===== config.mk =====
export PLATFORM = sky130hd
export DESIGN_NAME = matrix_input_ctrl
export DESIGN_NICKNAME = d
export VERILOG_FILES = /design/src/rtl/matrix_input_ctrl.sv
export SDC_FILE = /design/constraint.sdc
export NUM_CORES = 1
export LEC_CHECK = 0
export CORE_MARGIN = 2
export CORE_UTILIZATION = 46
export DETAILED_ROUTE_END_ITERATION = 10
export HOLD_SLACK_MARGIN = 0.1
export PLACE_DENSITY = 0.84
export SKIP_CTS_REPAIR_TIMING = 1
export SLEW_MARGIN = 20
export SYNTH_ARGS = -nofsm -noshare
export SYNTH_HDL_FRONTEND = slang
export SYNTH_SLANG_ARGS = --single-unit

===== constraint.sdc =====
create_clock -name clk -period 3.78 [get_ports clk]
set_clock_uncertainty 0.15 [all_clocks]
set_input_delay 0.756 -clock clk [delete_from_list [all_inputs] [get_ports clk]]
set_output_delay 0.756 -clock clk [all_outputs]
set_load 0.02 [all_outputs]

===== src/rtl/matrix_input_ctrl.sv =====
// Matrix entry controller: collects m x n dimensions, then feeds m*n elements (manual or random)
// to a storage block and waits for its completion pulse.
module matrix_input_ctrl #(
  parameter int unsigned MAX_DIM    = 5,
  parameter int unsigned ELEM_WIDTH = 8,
  parameter int unsigned ERR_CYCLES = 16
) (
  input  logic                  clk,
  input  logic                  rst_n,
  input  logic                  start,
  input  logic                  rand_mode,
  input  logic                  confirm,
  input  logic                  finish,
  input  logic [ELEM_WIDTH-1:0] sw_val,
  input  logic [ELEM_WIDTH-1:0] rand_val,
  input  logic                  rand_valid,
  output logic                  rand_req,
  output logic                  store_wen,
  output logic [3:0]            store_m,
  output logic [3:0]            store_n,
  output logic [ELEM_WIDTH-1:0] store_elem,
  output logic                  store_elem_valid,
  input  logic                  store_input_done,
  output logic                  busy,
  output logic                  err,
  output logic                  done,
  output logic [2:0]            state,
  output logic [4:0]            elem_cnt
);

  localparam int unsigned ErrCntW = (ERR_CYCLES > 1) ? $clog2(ERR_CYCLES) : 1;

  typedef enum logic [2:0] {
    StIdle = 3'd0,
    StGetM = 3'd1,
    StGetN = 3'd2,
    StWen  = 3'd3,
    StElem = 3'd4,
    StWait = 3'd5,
    StDone = 3'd6,
    StErr  = 3'd7
  } state_e;

  state_e                state_q, state_d;
  logic                  rand_mode_q, rand_mode_d;
  logic [3:0]            store_m_q, store_m_d;
  logic [3:0]            store_n_q, store_n_d;
  logic [ELEM_WIDTH-1:0] store_elem_q, store_elem_d;
  logic                  store_wen_q, store_wen_d;
  logic                  elem_valid_q, elem_valid_d;
  logic                  rand_req_q, rand_req_d;
  logic                  err_q, err_d;
  logic                  done_q, done_d;
  logic                  busy_q, busy_d;
  logic [4:0]            elem_cnt_q, elem_cnt_d;
  logic [ErrCntW-1:0]    err_cnt_q, err_cnt_d;
  logic                  err_ret_n_q, err_ret_n_d;

  logic                  dim_ok;
  logic                  issue;
  logic [4:0]            cnt_inc;
  logic [7:0]            mn;

  // Full-width compare so large switch values cannot alias into range.
  assign dim_ok  = (sw_val != '0) && (sw_val <= ELEM_WIDTH'(MAX_DIM));
  assign mn      = {4'b0, store_m_q} * {4'b0, store_n_q};
  assign cnt_inc = elem_cnt_q + 5'd1;
  assign issue   = rand_mode_q ? (rand_req_q && rand_valid) : confirm;

  always_comb begin
    state_d      = state_q;
    rand_mode_d  = rand_mode_q;
    store_m_d    = store_m_q;
    store_n_d    = store_n_q;
    store_elem_d = store_elem_q;
    elem_valid_d = 1'b0;
    elem_cnt_d   = elem_cnt_q;
    err_cnt_d    = err_cnt_q;
    err_ret_n_d  = err_ret_n_q;

    unique case (state_q)
      StIdle: begin
        if (start) begin
          rand_mode_d = rand_mode;
          state_d     = StGetM;
        end
      end
      StGetM: begin
        if (confirm) begin
          if (dim_ok) begin
            store_m_d = sw_val[3:0];
            state_d   = StGetN;
          end else begin
            err_ret_n_d = 1'b0;
            err_cnt_d   = '0;
            state_d     = StErr;
          end
        end
      end
      StGetN: begin
        if (confirm) begin
          if (dim_ok) begin
            store_n_d = sw_val[3:0];
            state_d   = StWen;
          end else begin
            err_ret_n_d = 1'b1;
            err_cnt_d   = '0;
            state_d     = StErr;
          end
        end
      end
      StWen: begin
        elem_cnt_d = '0;
        state_d    = StElem;
      end
      StElem: begin
        if (issue) begin
          store_elem_d = rand_mode_q ? rand_val : sw_val;
          elem_valid_d = 1'b1;
          elem_cnt_d   = cnt_inc;
          if ({3'b0, cnt_inc} == mn) begin
            state_d = StWait;
          end else if (finish && !rand_mode_q) begin
            state_d = StDone;
          end
        end else if (finish && !rand_mode_q) begin
          state_d = StDone;
        end
      end
      StWait: begin
        if (store_input_done) state_d = StDone;
      end
      StDone: state_d = StIdle;
      StErr: begin
        if (err_cnt_q == ErrCntW'(ERR_CYCLES - 1)) begin
          state_d = err_ret_n_q ? StGetN : StGetM;
        end else begin
          err_cnt_d = err_cnt_q + 1'b1;
        end
      end
      default: state_d = StIdle;
    endcase

    // Status outputs are registered copies of the next-state decode.
    store_wen_d = (state_d == StWen);
    err_d       = (state_d == StErr);
    done_d      = (state_d == StDone);
    busy_d      = (state_d != StIdle);
    rand_req_d  = (state_d == StElem) && rand_mode_d && ({3'b0, elem_cnt_d} < mn);
  end

  always_ff @(posedge clk) begin
    if (!rst_n) begin
      state_q      <= StIdle;
      rand_mode_q  <= 1'b0;
      store_m_q    <= '0;
      store_n_q    <= '0;
      store_elem_q <= '0;
      store_wen_q  <= 1'b0;
      elem_valid_q <= 1'b0;
      rand_req_q   <= 1'b0;
      err_q        <= 1'b0;
      done_q       <= 1'b0;
      busy_q       <= 1'b0;
      elem_cnt_q   <= '0;
      err_cnt_q    <= '0;
      err_ret_n_q  <= 1'b0;
    end else begin
      state_q      <= state_d;
      rand_mode_q  <= rand_mode_d;
      store_m_q    <= store_m_d;
      store_n_q    <= store_n_d;
      store_elem_q <= store_elem_d;
      store_wen_q  <= store_wen_d;
      elem_valid_q <= elem_valid_d;
      rand_req_q   <= rand_req_d;
      err_q        <= err_d;
      done_q       <= done_d;
      busy_q       <= busy_d;
      elem_cnt_q   <= elem_cnt_d;
      err_cnt_q    <= err_cnt_d;
      err_ret_n_q  <= err_ret_n_d;
    end
  end

  assign state            = state_q;
  assign rand_req         = rand_req_q;
  assign store_wen        = store_wen_q;
  assign store_m          = store_m_q;
  assign store_n          = store_n_q;
  assign store_elem       = store_elem_q;
  assign store_elem_valid = elem_valid_q;
  assign busy             = busy_q;
  assign err              = err_q;
  assign done             = done_q;
  assign elem_cnt         = elem_cnt_q;

endmodule


==> flow_summary.ini, run 1 <==
[status]
status = complete, no violations

[place]
place_congestion = 0.812
hpwl_um = 4140
dp_worst_setup_slack_ns = -0.0764
io_buffers = 53

[setup_path]
cp-end-kind = flop
r2r_end = err_cnt_q[0]$_SDFFE_PN0P_
rr_worst_depth = 14
worst_r2r_startpoint = store_m[0]$_SDFFE_PN0P_
cp_slowest_cell = or4_1
worstPathArrival_ns = 3.77
path_buf_inv = 2
critPathTopFamily = adder cells
critPathLaunchType = flop
path_max_fanout = 8
required_ns = 3.86
cpMostUsedCell = ha_1
critPathKind = flop to flop
path_depth = 14
path_cells = buf_4 -> and2_1 -> ha_1 -> ha_1 -> ha_1 -> inv_2 -> fa_2 -> xnor2_2 -> xnor2_1 -> nor3_1 -> nor4b_4 -> a21oi_4 -> or4_1 -> a21boi_1
regToRegSetupSlack_ns = 0.09
cp_slowest_stage_delay_ns = 0.49

[clock_tree]
clk_latency_ns = 0.29
cts_tree = built
h-tree-depth = 2
clockBufferDepth = 2
cts_sinks = 36
cts_buffers = 5
clk_pin_slew_ns = 0.08
cts-root-buf = clkbuf_8

[global_route]
antenna_found_initial = 0
grt.total_usage_pct = 20.4
grt_pass1_wl_um = 9060
grt_max_degree = 19
gr-total-overflow = 0
grt_pass1_vias = 2065

[route]
firstDrtPassIters = 4
avgRoutedWirePerCell_um = 13.9
drc = 0
vias_per_cell = 5.33
ant_nets = 0
via_count = 2117
detail_route.iter0.violations = 98
wl_um = 5520

[sta]
period_needed_ns = 3.69
fmax_ghz = 0.271
holdWs_ns = 0.340
finalHoldViolations = 0
fin_ws_ns = 0.0901
fin_setup_tns_ns = 0
finalCritPeriodShare_pct = 97.6
setup_viol = 0
maxSlewViolCount = 0
slew_headroom_pct = 56.2
rsz0062_at_grt = true
worst_pin_slew_ns = 0.656

[power]
p_comb_share_pct = 22.8
power.share.clock_pct = 32.2
switchingPower_mw = 0.277
seq_power_share_pct = 45.0
ir_drop_uv = 173
cell_internal_pwr_mw = 0.652
p_leak_nw = 1.34
finalPower_mw = 0.929
switching_share_pct = 29.8
pwr_density_cell_mw_per_mm2 = 294

[floorplanning]
die_h_um = 75.9
initial_utilization_pct = 47.1
core_area_mm2 = 0.00504
rows = 26
dieArea_mm2 = 0.00576
chipWidth_um = 75.9
ioPinCount = 54

[final_layout]
final_layout_size_suffix_gt1_share_pct = 12.2
syn2layout_area_growth_pct = 33.0
utilization_pct = 62.7
nets = 372
final_cell_mix = clkdlybuf4s50_1, nand2_1, dfxtp_1, ha_1, mux2i_1
antenna_cells = 0
final_common_cell = clkdlybuf4s50_1

[logic_synthesis]
netlist_area_mm2 = 0.00238
yosysTopAreaCellShare_pct = 30.3
synth_top_area_cell = dfxtp_1
yosysSeqAreaShare_pct = 30.3
syn_inst = 268
ys_seq_elements = 36
synth_nets = 314
yosysUniqueCellTypes = 51
async_flop_share_pct = 0
synth_edf_count = 0
yosys_warnings = 0
synthTopCellsByArea = dfxtp_1, ha_1, mux2i_1
syn-mean-instance-area_um2 = 8.87
ys.flop_type = dfxtp_1

[flow_run]
drv_cap = 0

[worst_hold_path]
hold_depth = 2
whs_endpoint = store_n[3]$_SDFFE_PN0P_
worstHoldPathType = flop to flop
worstHoldStart = store_n[3]$_SDFFE_PN0P_
worst max-delay path by stage:
stage | startpoint | end | slack [ns]
3_3_place_gp | store_n[3]$_SDFFE_PN0P_ | err_cnt_q[3]$_SDFFE_PN0P_ | 0.07
2_1_floorplan | store_n[3]$_SDFFE_PN0P_ | err_cnt_q[2]$_SDFFE_PN0P_ | 0.004
6_report | store_m[0]$_SDFFE_PN0P_ | err_cnt_q[0]$_SDFFE_PN0P_ | 0.09
5_1_grt | store_n[2]$_SDFFE_PN0P_ | err_cnt_q[0]$_SDFFE_PN0P_ | -0.03
3_5_place_dp | store_n[3]$_SDFFE_PN0P_ | err_cnt_q[2]$_SDFFE_PN0P_ | -0.08
4_1_cts | store_n[2]$_SDFFE_PN0P_ | err_cnt_q[2]$_SDFFE_PN0P_ | -0.10
power by group through the flow:
stage                     clock network [mW]  logic, mW  registers (mW)
after floorplan                            0      0.121           0.431
after global placement                     0      0.200           0.428
after detailed placement                   0      0.202           0.428
after CTS                              0.305      0.203           0.419
after global routing                   0.314      0.233           0.421
final                                  0.299      0.212           0.418
cell usage after synthesis (2+ instances only):
cell / instances
a21boi_1: 4
a21oi_1: 10
a22oi_1: 2
and2_1: 15
and3_1: 3
and3b_1: 2
buf_2: 2
buf_6: 2
clkbuf_1: 9
dfxtp_1: 36
fa_1: 4
ha_1: 18
inv_1: 13
mux2i_1: 16
nand2_1: 34
nand3_1: 5
nand3b_1: 2
nor2_1: 12
nor2b_1: 9
nor3_1: 4
o211a_1: 8
o21a_1: 7
o21ai_0: 8
o21ai_1: 2
o31ai_1: 3
or3_1: 2
or4_1: 3
xnor2_1: 7
xor2_1: 4
layer usage:
layer  track usage (%)  wire [um]
met1              25.5       2450
met2              33.8       2640
met3              4.50        320
met4              8.58        111
met5                 0          0
metrics by stage:
step                      std cells  cell area, um2
after floorplan                 268            2390
after global placement          387            3010
after detailed placement        387            3010
after CTS                       395            3110
after global routing            397            3160
final                           397            3160
layout make-up:
class                           instances  area (um2)
Tap cell                               70        87.6
Clock inverter                          2        13.8
Timing Repair Buffer                   64         613
Fill cell                             440        1880
Clock buffer                            6        82.6
Multi-Input combinational cell        206        1580
Sequential cell                        36         736
Inverter                               13        48.8
cells by family after synthesis:
logic type,count (synthesis),share of synthesized area [%]
AOI/OAI and AO/OA,57,17.7
xor gates and xnor gates,12,4.74
adders and majority gates,22,12.8
buffers and inverters,26,4.84
DFF,36,30.3
muxes,16,6.74
and+or+nand+nor,99,22.8
flip-flops by register name (all words and copies together) (netlist names):
signal,count
busy,1
done,1
elem_cnt,5
err,1
err_cnt_q,4
err_ret_n_q,1
rand_mode_q,1
rand_req,1
state,3
store_elem,8
store_elem_valid,1
store_m,4
store_n,4
store_wen,1
worst reg2reg max path: cells and delay by family, from the launching register on:
family / cells / cell delay [ns]
AOI/OAI and AO/OA: 2 / 0.27
xor gates and xnor gates: 2 / 0.28
adders and majority gates: 4 / 1.27
buffers and inverters: 2 / 0.23
DFF: 1 / 0.35
and+or+nand+nor: 4 / 1.09
Note: power is estimated with default switching activity, not from simulation.
==> run 2: changes to the inputs <==
Settings changed: CTS_CLUSTER_SIZE set to 25.
Clock period 3.78 ns to 3 ns, I/O delays scaled along.
==> run 2 against run 1 <==
Compared with the run above:
- the flow now finishes with violations (negative setup slack)
- total power rose by 32%
- routed wire length increased by 16%
- via count increased by 8.5%
- die area is the same
- sequential share of layout area fell by 2.0 points
- clock power up 19%
- worst setup slack worse by 0.84 ns
- global-route usage increased by 3.1 points
- first-iteration DRC count grew 28%
- count of clock-buffer cells in the layout up 1
- maximum frequency down 1.5%
- register-to-register slack got worse by 0.84 ns
- highest routed layer unchanged
==> flow_summary.ini, run 2 (same netlist as run 1, synthesis figures left out) <==
[status]
status = finished, violations left
failed_checks = negative setup slack

[route]
wl_um = 6420
detail_route.iter0.violations = 125
ant_nets = 0
vias_per_cell = 5.29
drc = 0
via_count = 2298
avgRoutedWirePerCell_um = 14.8
firstDrtPassIters = 4

[sta]
finalHoldViolations = 0
finalCritPeriodShare_pct = 125
rsz0062_at_grt = true
period_needed_ns = 3.75
fmax_ghz = 0.267
fin_setup_tns_ns = -6.98
setup_viol = 11
slew_headroom_pct = 65.9
fin_ws_ns = -0.747
maxSlewViolCount = 0
worst_pin_slew_ns = 0.499
holdWs_ns = 0.357

[clock_tree]
h-tree-depth = 2
cts_sinks = 36
cts_buffers = 5
cts-root-buf = clkbuf_8
cts_tree = built
clk_latency_ns = 0.30
clockBufferDepth = 2
clk_pin_slew_ns = 0.08

[final_layout]
nets = 409
regArea_um2 = 743
final_cell_mix = clkdlybuf4s50_1, buf_4, nand2_1, dfxtp_1, ha_1
antenna_cells = 0
largest_register_ffs = 8
syn2layout_area_growth_pct = 46.9
multi_input_area_mm2 = 0.00164
final_cells = 434
final_layout_size_suffix_gt1_share_pct = 22.3
nFillCells = 379
final_common_cell = clkdlybuf4s50_1

[global_route]
gr-total-overflow = 0
grt_max_degree = 19
grt_pass1_vias = 2339
grt_pass1_wl_um = 10300
grt.total_usage_pct = 23.5
antenna_found_initial = 0

[power]
finalPower_mw = 1.23
ir_drop_uv = 217
p_leak_nw = 1.52
pwr_density_cell_mw_per_mm2 = 351

[floorplanning]
rows = 26
chipWidth_um = 75.9
core_area_mm2 = 0.00504
initial_utilization_pct = 47.1
die_h_um = 75.9
ioPinCount = 54
dieArea_mm2 = 0.00576

[setup_path]
worstPathArrival_ns = 3.78
critPathKind = flop to flop
required_ns = 3.04
critPathLaunchType = flop
cp-end-kind = flop
regToRegSetupSlack_ns = -0.75
path_max_fanout = 8

[place]
place_congestion = 0.926
io_buffers = 53
dp_worst_setup_slack_ns = -0.761
place_inst = 419
hpwl_um = 4820

[flow_run]
drv_cap = 0

[worst_hold_path]
worstHoldPathType = flop to flop
[run 2: per-layer routing]
layer	vias to the layer above	GRT usage, %	wire, um	share of wire, %
met3	11	5.69	245	3.8
li1	1131	-	-	-
met5	-	0	0	0
met1	1101	27.1	2710	42
met4	0	10.9	110	1.7
met2	55	40.9	3360	52
[run 2: path summary, 6_finish.rpt]
kind                                   start                          to  depth (start not counted)
setup reg to reg     store_n[2]$_SDFFE_PN0P_   err_cnt_q[1]$_SDFFE_PN0P_                         11
setup / recovery     store_n[2]$_SDFFE_PN0P_   err_cnt_q[1]$_SDFFE_PN0P_                         11
hold / removal    store_elem[1]$_SDFFE_PN0P_  store_elem[1]$_SDFFE_PN0P_                          1
hold reg to reg   store_elem[1]$_SDFFE_PN0P_  store_elem[1]$_SDFFE_PN0P_                          1
[run 2: report_power, final]
group / total (mW) / switching [mW] / internal [mW]
registers: 0.508 / 0.0145 / 0.493
clock network: 0.356 / 0.190 / 0.166
logic: 0.363 / 0.179 / 0.185
[run 2: cell type report]
cell class	instances	area share [%]
Clock inverter	1	0.251
Timing Repair Buffer	100	25.5
Sequential cell	36	21.3
Clock buffer	7	2.19
Tap cell	70	2.51
Multi-Input combinational cell	207	46.9
Inverter	13	1.40
[run 2: stage by stage]
step	instance area (um2)	utilization, %
after floorplan	2420	-
after global placement	3280	65.0
after global routing	3490	69.3
after detailed placement	3280	65.0
final	3490	69.3
after CTS	3360	66.7
[run 2: worst max-delay path: stages, from the launching register on]
cell,delay [ns]
dfxtp_4,0.37
nand2_2,0.06
fa_1,0.55
fa_1,0.46
fa_2,0.60
xnor2_2,0.12
xnor2_1,0.10
nor3_2,0.18
nor4b_4,0.33
a21oi_4,0.14
or3_1,0.44
mux2i_1,0.14
